**src/rtl/instruction_fetch_unit.sv**
```systemverilog
// Instruction fetch stage: owns PC and IR, fetches one word per request over a req/ack memory port.
// Optional FETCH_TIMEOUT_EN adds a REQ-state watchdog that abandons a stalled fetch and pulses fetch_fault.
module instruction_fetch_unit #(
    parameter int              ADDR_WIDTH     = 8,
    parameter int              DATA_WIDTH     = 16,
    parameter logic [7:0]      RESET_PC       = 8'h00,
    parameter logic [15:0]     IR_IDLE_WORD   = 16'hFF00,
    parameter int              TIMEOUT_CYCLES = 15
) (
    input  logic                  clock,
    input  logic                  reset,
    input  logic                  fetch_start,
    input  logic                  pc_load,
    input  logic [ADDR_WIDTH-1:0] pc_load_value,
    output logic                  mem_req,
    output logic [ADDR_WIDTH-1:0] mem_addr,
    input  logic [DATA_WIDTH-1:0] mem_rdata,
    input  logic                  mem_ack,
    output logic [DATA_WIDTH-1:0] instruction_register,
    output logic [ADDR_WIDTH-1:0] program_counter,
    output logic                  ir_valid,
    output logic                  busy,
    output logic                  fetch_fault
);

    // state | meaning
    // IDLE  | no fetch in flight; accepts fetch_start and direct pc_load
    // REQ   | mem_req held with stable mem_addr, waiting for mem_ack
    typedef enum logic {
        IDLE = 1'b0,
        REQ  = 1'b1
    } state_t;

    localparam logic [ADDR_WIDTH-1:0] PC_INIT = ADDR_WIDTH'(RESET_PC);
    localparam logic [DATA_WIDTH-1:0] IR_INIT = DATA_WIDTH'(IR_IDLE_WORD);

    state_t                  state;
    logic                    pend_valid;
    logic [ADDR_WIDTH-1:0]   pend_target;
    logic                    jump_sel;
    logic [ADDR_WIDTH-1:0]   jump_addr;
    logic [ADDR_WIDTH-1:0]   idle_fetch_addr;

`ifdef FETCH_TIMEOUT_EN
    localparam int CW = $clog2(TIMEOUT_CYCLES + 1);
    localparam logic [CW-1:0] TMO_LOAD = CW'(TIMEOUT_CYCLES - 1);
    logic [CW-1:0] tmo_count;
`endif

    // A jump presented on the completing cycle beats an older pending one.
    always_comb begin
        jump_sel        = pc_load | pend_valid;
        jump_addr       = pc_load ? pc_load_value : pend_target;
        idle_fetch_addr = pc_load ? pc_load_value : program_counter;
    end

    always_ff @(posedge clock) begin
        if (reset) begin
            state                <= IDLE;
            program_counter      <= PC_INIT;
            instruction_register <= IR_INIT;
            mem_req              <= 1'b0;
            mem_addr             <= '0;
            ir_valid             <= 1'b0;
            busy                 <= 1'b0;
            fetch_fault          <= 1'b0;
            pend_valid           <= 1'b0;
            pend_target          <= '0;
`ifdef FETCH_TIMEOUT_EN
            tmo_count            <= TMO_LOAD;
`endif
        end else begin
            ir_valid    <= 1'b0;
            fetch_fault <= 1'b0;
            case (state)
                IDLE: begin
                    pend_valid <= 1'b0;
                    if (fetch_start) begin
                        mem_addr        <= idle_fetch_addr;
                        program_counter <= idle_fetch_addr;
                        mem_req         <= 1'b1;
                        busy            <= 1'b1;
                        state           <= REQ;
`ifdef FETCH_TIMEOUT_EN
                        tmo_count       <= TMO_LOAD;
`endif
                    end else if (pc_load) begin
                        program_counter <= pc_load_value;
                    end
                end
                REQ: begin
                    if (mem_ack) begin
                        instruction_register <= mem_rdata;
                        ir_valid             <= 1'b1;
                        mem_req              <= 1'b0;
                        busy                 <= 1'b0;
                        pend_valid           <= 1'b0;
                        program_counter      <= jump_sel ? jump_addr
                                                         : mem_addr + ADDR_WIDTH'(1);
                        state                <= IDLE;
`ifdef FETCH_TIMEOUT_EN
                    end else if (tmo_count == '0) begin
                        // Watchdog expiry: no increment, IR back to the idle opcode.
                        instruction_register <= IR_INIT;
                        fetch_fault          <= 1'b1;
                        mem_req              <= 1'b0;
                        busy                 <= 1'b0;
                        pend_valid           <= 1'b0;
                        program_counter      <= jump_sel ? jump_addr : mem_addr;
                        state                <= IDLE;
                    end else begin
                        tmo_count <= tmo_count - CW'(1);
                        if (pc_load) begin
                            pend_valid  <= 1'b1;
                            pend_target <= pc_load_value;
                        end
`else
                    end else if (pc_load) begin
                        pend_valid  <= 1'b1;
                        pend_target <= pc_load_value;
`endif
                    end
                end
                default: begin
                    state   <= IDLE;
                    mem_req <= 1'b0;
                    busy    <= 1'b0;
                end
            endcase
        end
    end

`ifndef FETCH_TIMEOUT_EN
    logic unused_timeout;
    assign unused_timeout = (TIMEOUT_CYCLES == 0);
`endif

endmodule

```
**config.mk**
```make
export PLATFORM = sky130hd
export DESIGN_NAME = instruction_fetch_unit
export DESIGN_NICKNAME = d
export VERILOG_FILES = /design/src/rtl/instruction_fetch_unit.sv
export SDC_FILE = /design/constraint.sdc
export NUM_CORES = 1
export LEC_CHECK = 0
export CORE_UTILIZATION = 49
export DETAILED_ROUTE_END_ITERATION = 16
export GPL_ROUTABILITY_DRIVEN = 0
export PLACE_DENSITY = 0.88
export SLEW_MARGIN = 10
export SYNTH_ARGS = -nofsm -noshare
export SYNTH_HDL_FRONTEND = slang
export SYNTH_SLANG_ARGS = --single-unit
```
**constraint.sdc**
```tcl
create_clock -name clock -period 1.7 [get_ports clock]
set_input_delay 0.34 -clock clock [delete_from_list [all_inputs] [get_ports clock]]
set_output_delay 0.34 -clock clock [all_outputs]
set_load 0.005 [all_outputs]
```
# [After elaboration in Yosys (flattened, before gate mapping)]
# Cells that the tools add are included.
[word_totals] register_bits=44 latch_bits=0 ramBits=0 mem_bits_ro=0 input_bits=29 n_memories=0
[classes] add_sub_neg=1 n_mul=0 div=0 n_lt_le_gt_ge=0 n_eq_ne=3 shift=0 mux=15 n_bitwise=3 n_reduce_logical=5
[ops] operator="8-bit 2-to-1 mux" n=4
[ops] operator="8-bit one-hot mux with 2 select lines" n=1
[ops] operator="8-bit by 1-bit adder with 8-bit output, second input constant" n=1
[ops] operator="2-bit AND reduction" n=4
[ops] operator="1-bit 2-to-1 mux" n=7
[ops] operator="1-bit one-hot mux with 2 select lines" n=3
[ops] operator="2-bit != test, second input constant" n=2
[ops] operator="3-bit != test, second input constant" n=1
[ops] operator="1-bit inverter" n=2
[ops] operator="2-bit OR reduction" n=1
[ops] operator="1-bit OR" n=1

# [Depth between registers and ports, before layout]
[depth] ltp_word=4 ltp_mapped=6

# [Least setup slack after synthesis]
# Ideal clock, no wire load.
[synth_path] kind="register to register" start="register mem_addr[0]" end="register program_counter[4]" setup_ps=132 t_arrival_ps=1119 required_ps=1568 slack_ps=448 stages_incl_launch_ff=6 path_buffers=0 synth_period_minus_slack_ps=1252 cell_sequence="dfxtp_1 ha_1 nand3_1 xnor2_1 o311ai_1 a21oi_1"
[synth_between] elab_chain_cells=4
[synth_rtl] item="start: declaration" line_no="16" rtl="output logic [ADDR_WIDTH-1:0] mem_addr,"
[synth_rtl] item="start signal: assignment" line_no="79" rtl="mem_addr <= idle_fetch_addr;"
[synth_rtl] item="8-bit by 1-bit adder with 8-bit output" line_no="99" rtl=": mem_addr + ADDR_WIDTH'(1);"
[synth_rtl] item="8-bit 2-to-1 mux" line_no="98" rtl="program_counter <= jump_sel ? jump_addr"
[synth_rtl] item="8-bit 2-to-1 mux" line_no="92" rtl="if (mem_ack) begin"
[synth_rtl] item="8-bit one-hot mux with 2 select lines" line_no="75" rtl="case (state)"
[synth_rtl] item="end signal: assignment" line_no="80" rtl="program_counter <= idle_fetch_addr;"
[synth_rtl] item="end signal: assignment" line_no="88" rtl="program_counter <= pc_load_value;"
[synth_rtl] item="end signal: assignment" line_no="98"
[synth_rtl] item="end: declaration" line_no="20" rtl="output logic [ADDR_WIDTH-1:0] program_counter,"
# No other way between the ends. The select of a mux whose other input is x is not followed.
# A chain may end at the register's enable or synchronous reset.

# [Worst setup path in the final report]
[layout_path] start="register mem_addr[3]" end="output port mem_addr[3]"
# No word-level cell between the ends.

==> flow_summary.ini <==
[timing]
finalHoldViolCount = 0
drv_slew = 0
setup_ws_ps = 55.0
layout_min_cycle_time_ps = 1650
post-route-period-util_pct = 96.8
finalSetupViolCount = 0
finClkSkew_ps = 2.04
max_freq_mhz = 608
rsz0062_at_grt = no

[clock_network]
clk_latency_ps = 300
hold_buffers = 0
numCtsBuffers = 5
path_clk_slew_ps = 80
clkSinkCount = 44
post_cts_resized = 0
clockRootBuffer = clkbuf_8
clk_path_buf_depth = 2
cts_max_level = 2
postCtsSetupBuffers = 0
cts_tree = built

[setup_path]
worstReg2RegEnd = program_counter[4]
crit_chain = clkdlybuf4s50_1
startpoint_type = flip-flop
r2r_start = mem_addr[0]
cp.required_ps = 1360
path_max_fanout = 6
cp.arrival_ps = 1310
worst-path-buf-inv = 1
r2r_cells = 5
cp_slowest_stage_delay_ps = 550
cp_top_family = buffers and inverters
crit_path_top_delay_cell = clkdlybuf4s50_1
crit_cells = 1
r2r_slack_ps = 270
endpoint_kind = output port
critPathKind = flip-flop to output port

[global_routing]
use_met2_pct = 42.1
first_global_vias = 1817
top_usage_layer = met2
antenna_found_initial = 0
overflow = 0
grt_use_met3_pct = 5.90
grt_max_degree = 19
grt_use_met1_pct = 32.8
grt_pass1_wl_um = 8350
grt_util_all_layers_pct = 26.0

[die]
die_area_mm2 = 0.00431
coreArea_mm2 = 0.00377
die_w_um = 65.7
fp.dieH_um = 65.7
io_pins = 65
start_util_pct = 52.7
rows = 22

[run]
max-cap-violations = 0

[min_path]
hold_class = flip-flop to flip-flop
hold_end = instruction_register[6]
hold_depth = 2
hold_start = instruction_register[6]

[synth]
synth_top_area_cell = dfxtp_1
synthFlopType = dfxtp_1
synth-async-reset-ratio_pct = 0
synth.top_cell.area_share_pct = 44.3
yosysUniqueCellTypes = 40
synth_edf_count = 0
synth_warnings = 0
synth.avg_cell_area_um2 = 8.68
syn_inst = 229
synth_common_cells = dfxtp_1, nand2_1, nor2_1
synthesis.area_mm2 = 0.00199
ys_ff_latch = 44
ys_top_cells_by_area = dfxtp_1, nand2_1, mux2i_1, nor2_1, a21oi_1
synthMostInstantiatedCell = dfxtp_1
seq_area_frac_synth_pct = 44.3
syn_nets = 259

[routing]
vias = 1895
dr.pass1.iters = 4
wl_um = 5080
drt_iter0_drc = 196
ant_nets = 0
route.detailed.wl_per_inst_um = 14.6
routed_via_density = 5.45
drc = 0

[final_layout]
nets = 329
n_antenna_cell = 0
regArea_um2 = 881
final_cells = 348
final_util_pct = 75.1
drive_above_1_share_pct = 11.3
fillers = 281
final_area_mm2 = 0.00283
multi_input_area_um2 = 972
area_growth_pct = 42.6

[run_status]
status = complete, no violations

[pwr]
design_power_total_w = 0.00246
p_per_area_mw_per_mm2 = 869
ir_drop_v = 0.000714
leakage_nw = 1.15

[placed_design]
placed_cells = 340
dp_hpwl_um = 3720
placed_area_mm2 = 0.00271
pre_cts_ws_ps = -0.175
io_buffers = 63
## per-stage QoR
step                hold slack, ps  TNS, ps
finish                         457        0
CTS                            458        0
detailed placement             450   -0.175
global placement               441        0
global route                   487        0
floorplan                      448        0
## registers in the layout, summed over array words and instances, names as in the netlist
register,flops
instruction_register,16
mem_addr,8
pend_target,8
program_counter,8
busy,1
ir_valid,1
pend_valid,1
state,1
## worst max-delay path by stage
| stage | startpoint | endpoint |
|---|---|---|
| after detailed placement | mem_ack | program_counter[6] |
| after global routing | mem_addr[2] | mem_addr[2] |
| after CTS | mem_addr[3] | mem_addr[3] |
| final | mem_addr[3] | mem_addr[3] |
| after global placement | mem_ack | program_counter[0] |
| after floorplan | mem_addr[0] | program_counter[4] |
## layout make-up
cell class / count / share of cell area, %
clock inverters: 1 / 1.06
well taps: 48 / 2.12
multi-input cells: 163 / 34.3
inverters: 4 / 0.530
clock buffers: 7 / 3.40
flip-flops and latches: 44 / 31.1
repair buffers: 81 / 27.5
## report_power, final
group / switching [W] / internal [W] / total [W]
registers: 0.0000552 / 0.00109 / 0.00114
logic: 0.000185 / 0.000255 / 0.000440
clock network: 0.000358 / 0.000518 / 0.000877
## metal layers
layer | part of all wire, % | routed length (um) | vias up
met1 | 46 | 2330 | 875
met5 | 0 | 0 | -
met3 | 5.9 | 300 | 9
li1 | - | - | 936
met2 | 46 | 2360 | 75
met4 | 1.9 | 95 | 0
## cells by family (layout without fill, tap and decap cells)
group / Yosys count / count (layout) / synth area share (%)
multiplexers: 13 / 13 / 6.61
flip-flops: 44 / 44 / 44.3
adder cells (fa/ha/maj): 1 / 1 / 0.630
buffers and inverters: 22 / 93 / 6.74
AND/OR/NAND/NOR: 95 / 95 / 22.0
AO/OA/AOI/OAI: 47 / 47 / 16.8
other: 1 / 1 / 0.189
XOR/XNOR: 6 / 6 / 2.64
## placed cells by master, fill, tap and decap left out, types with 3 or more instances in the layout
cell type,count
mux2i_1,12
nor2_1,21
clkdlybuf4s50_1,63
inv_1,4
clkbuf_8,7
nand3_1,10
a211oi_1,7
xor2_1,4
a31oi_1,5
dfxtp_1,44
o21ai_0,6
o311ai_1,4
nor3_1,3
nand2b_1,9
nor2b_1,3
buf_4,17
nand2_1,40
a21oi_1,13
(Power assumes the default switching activity.)
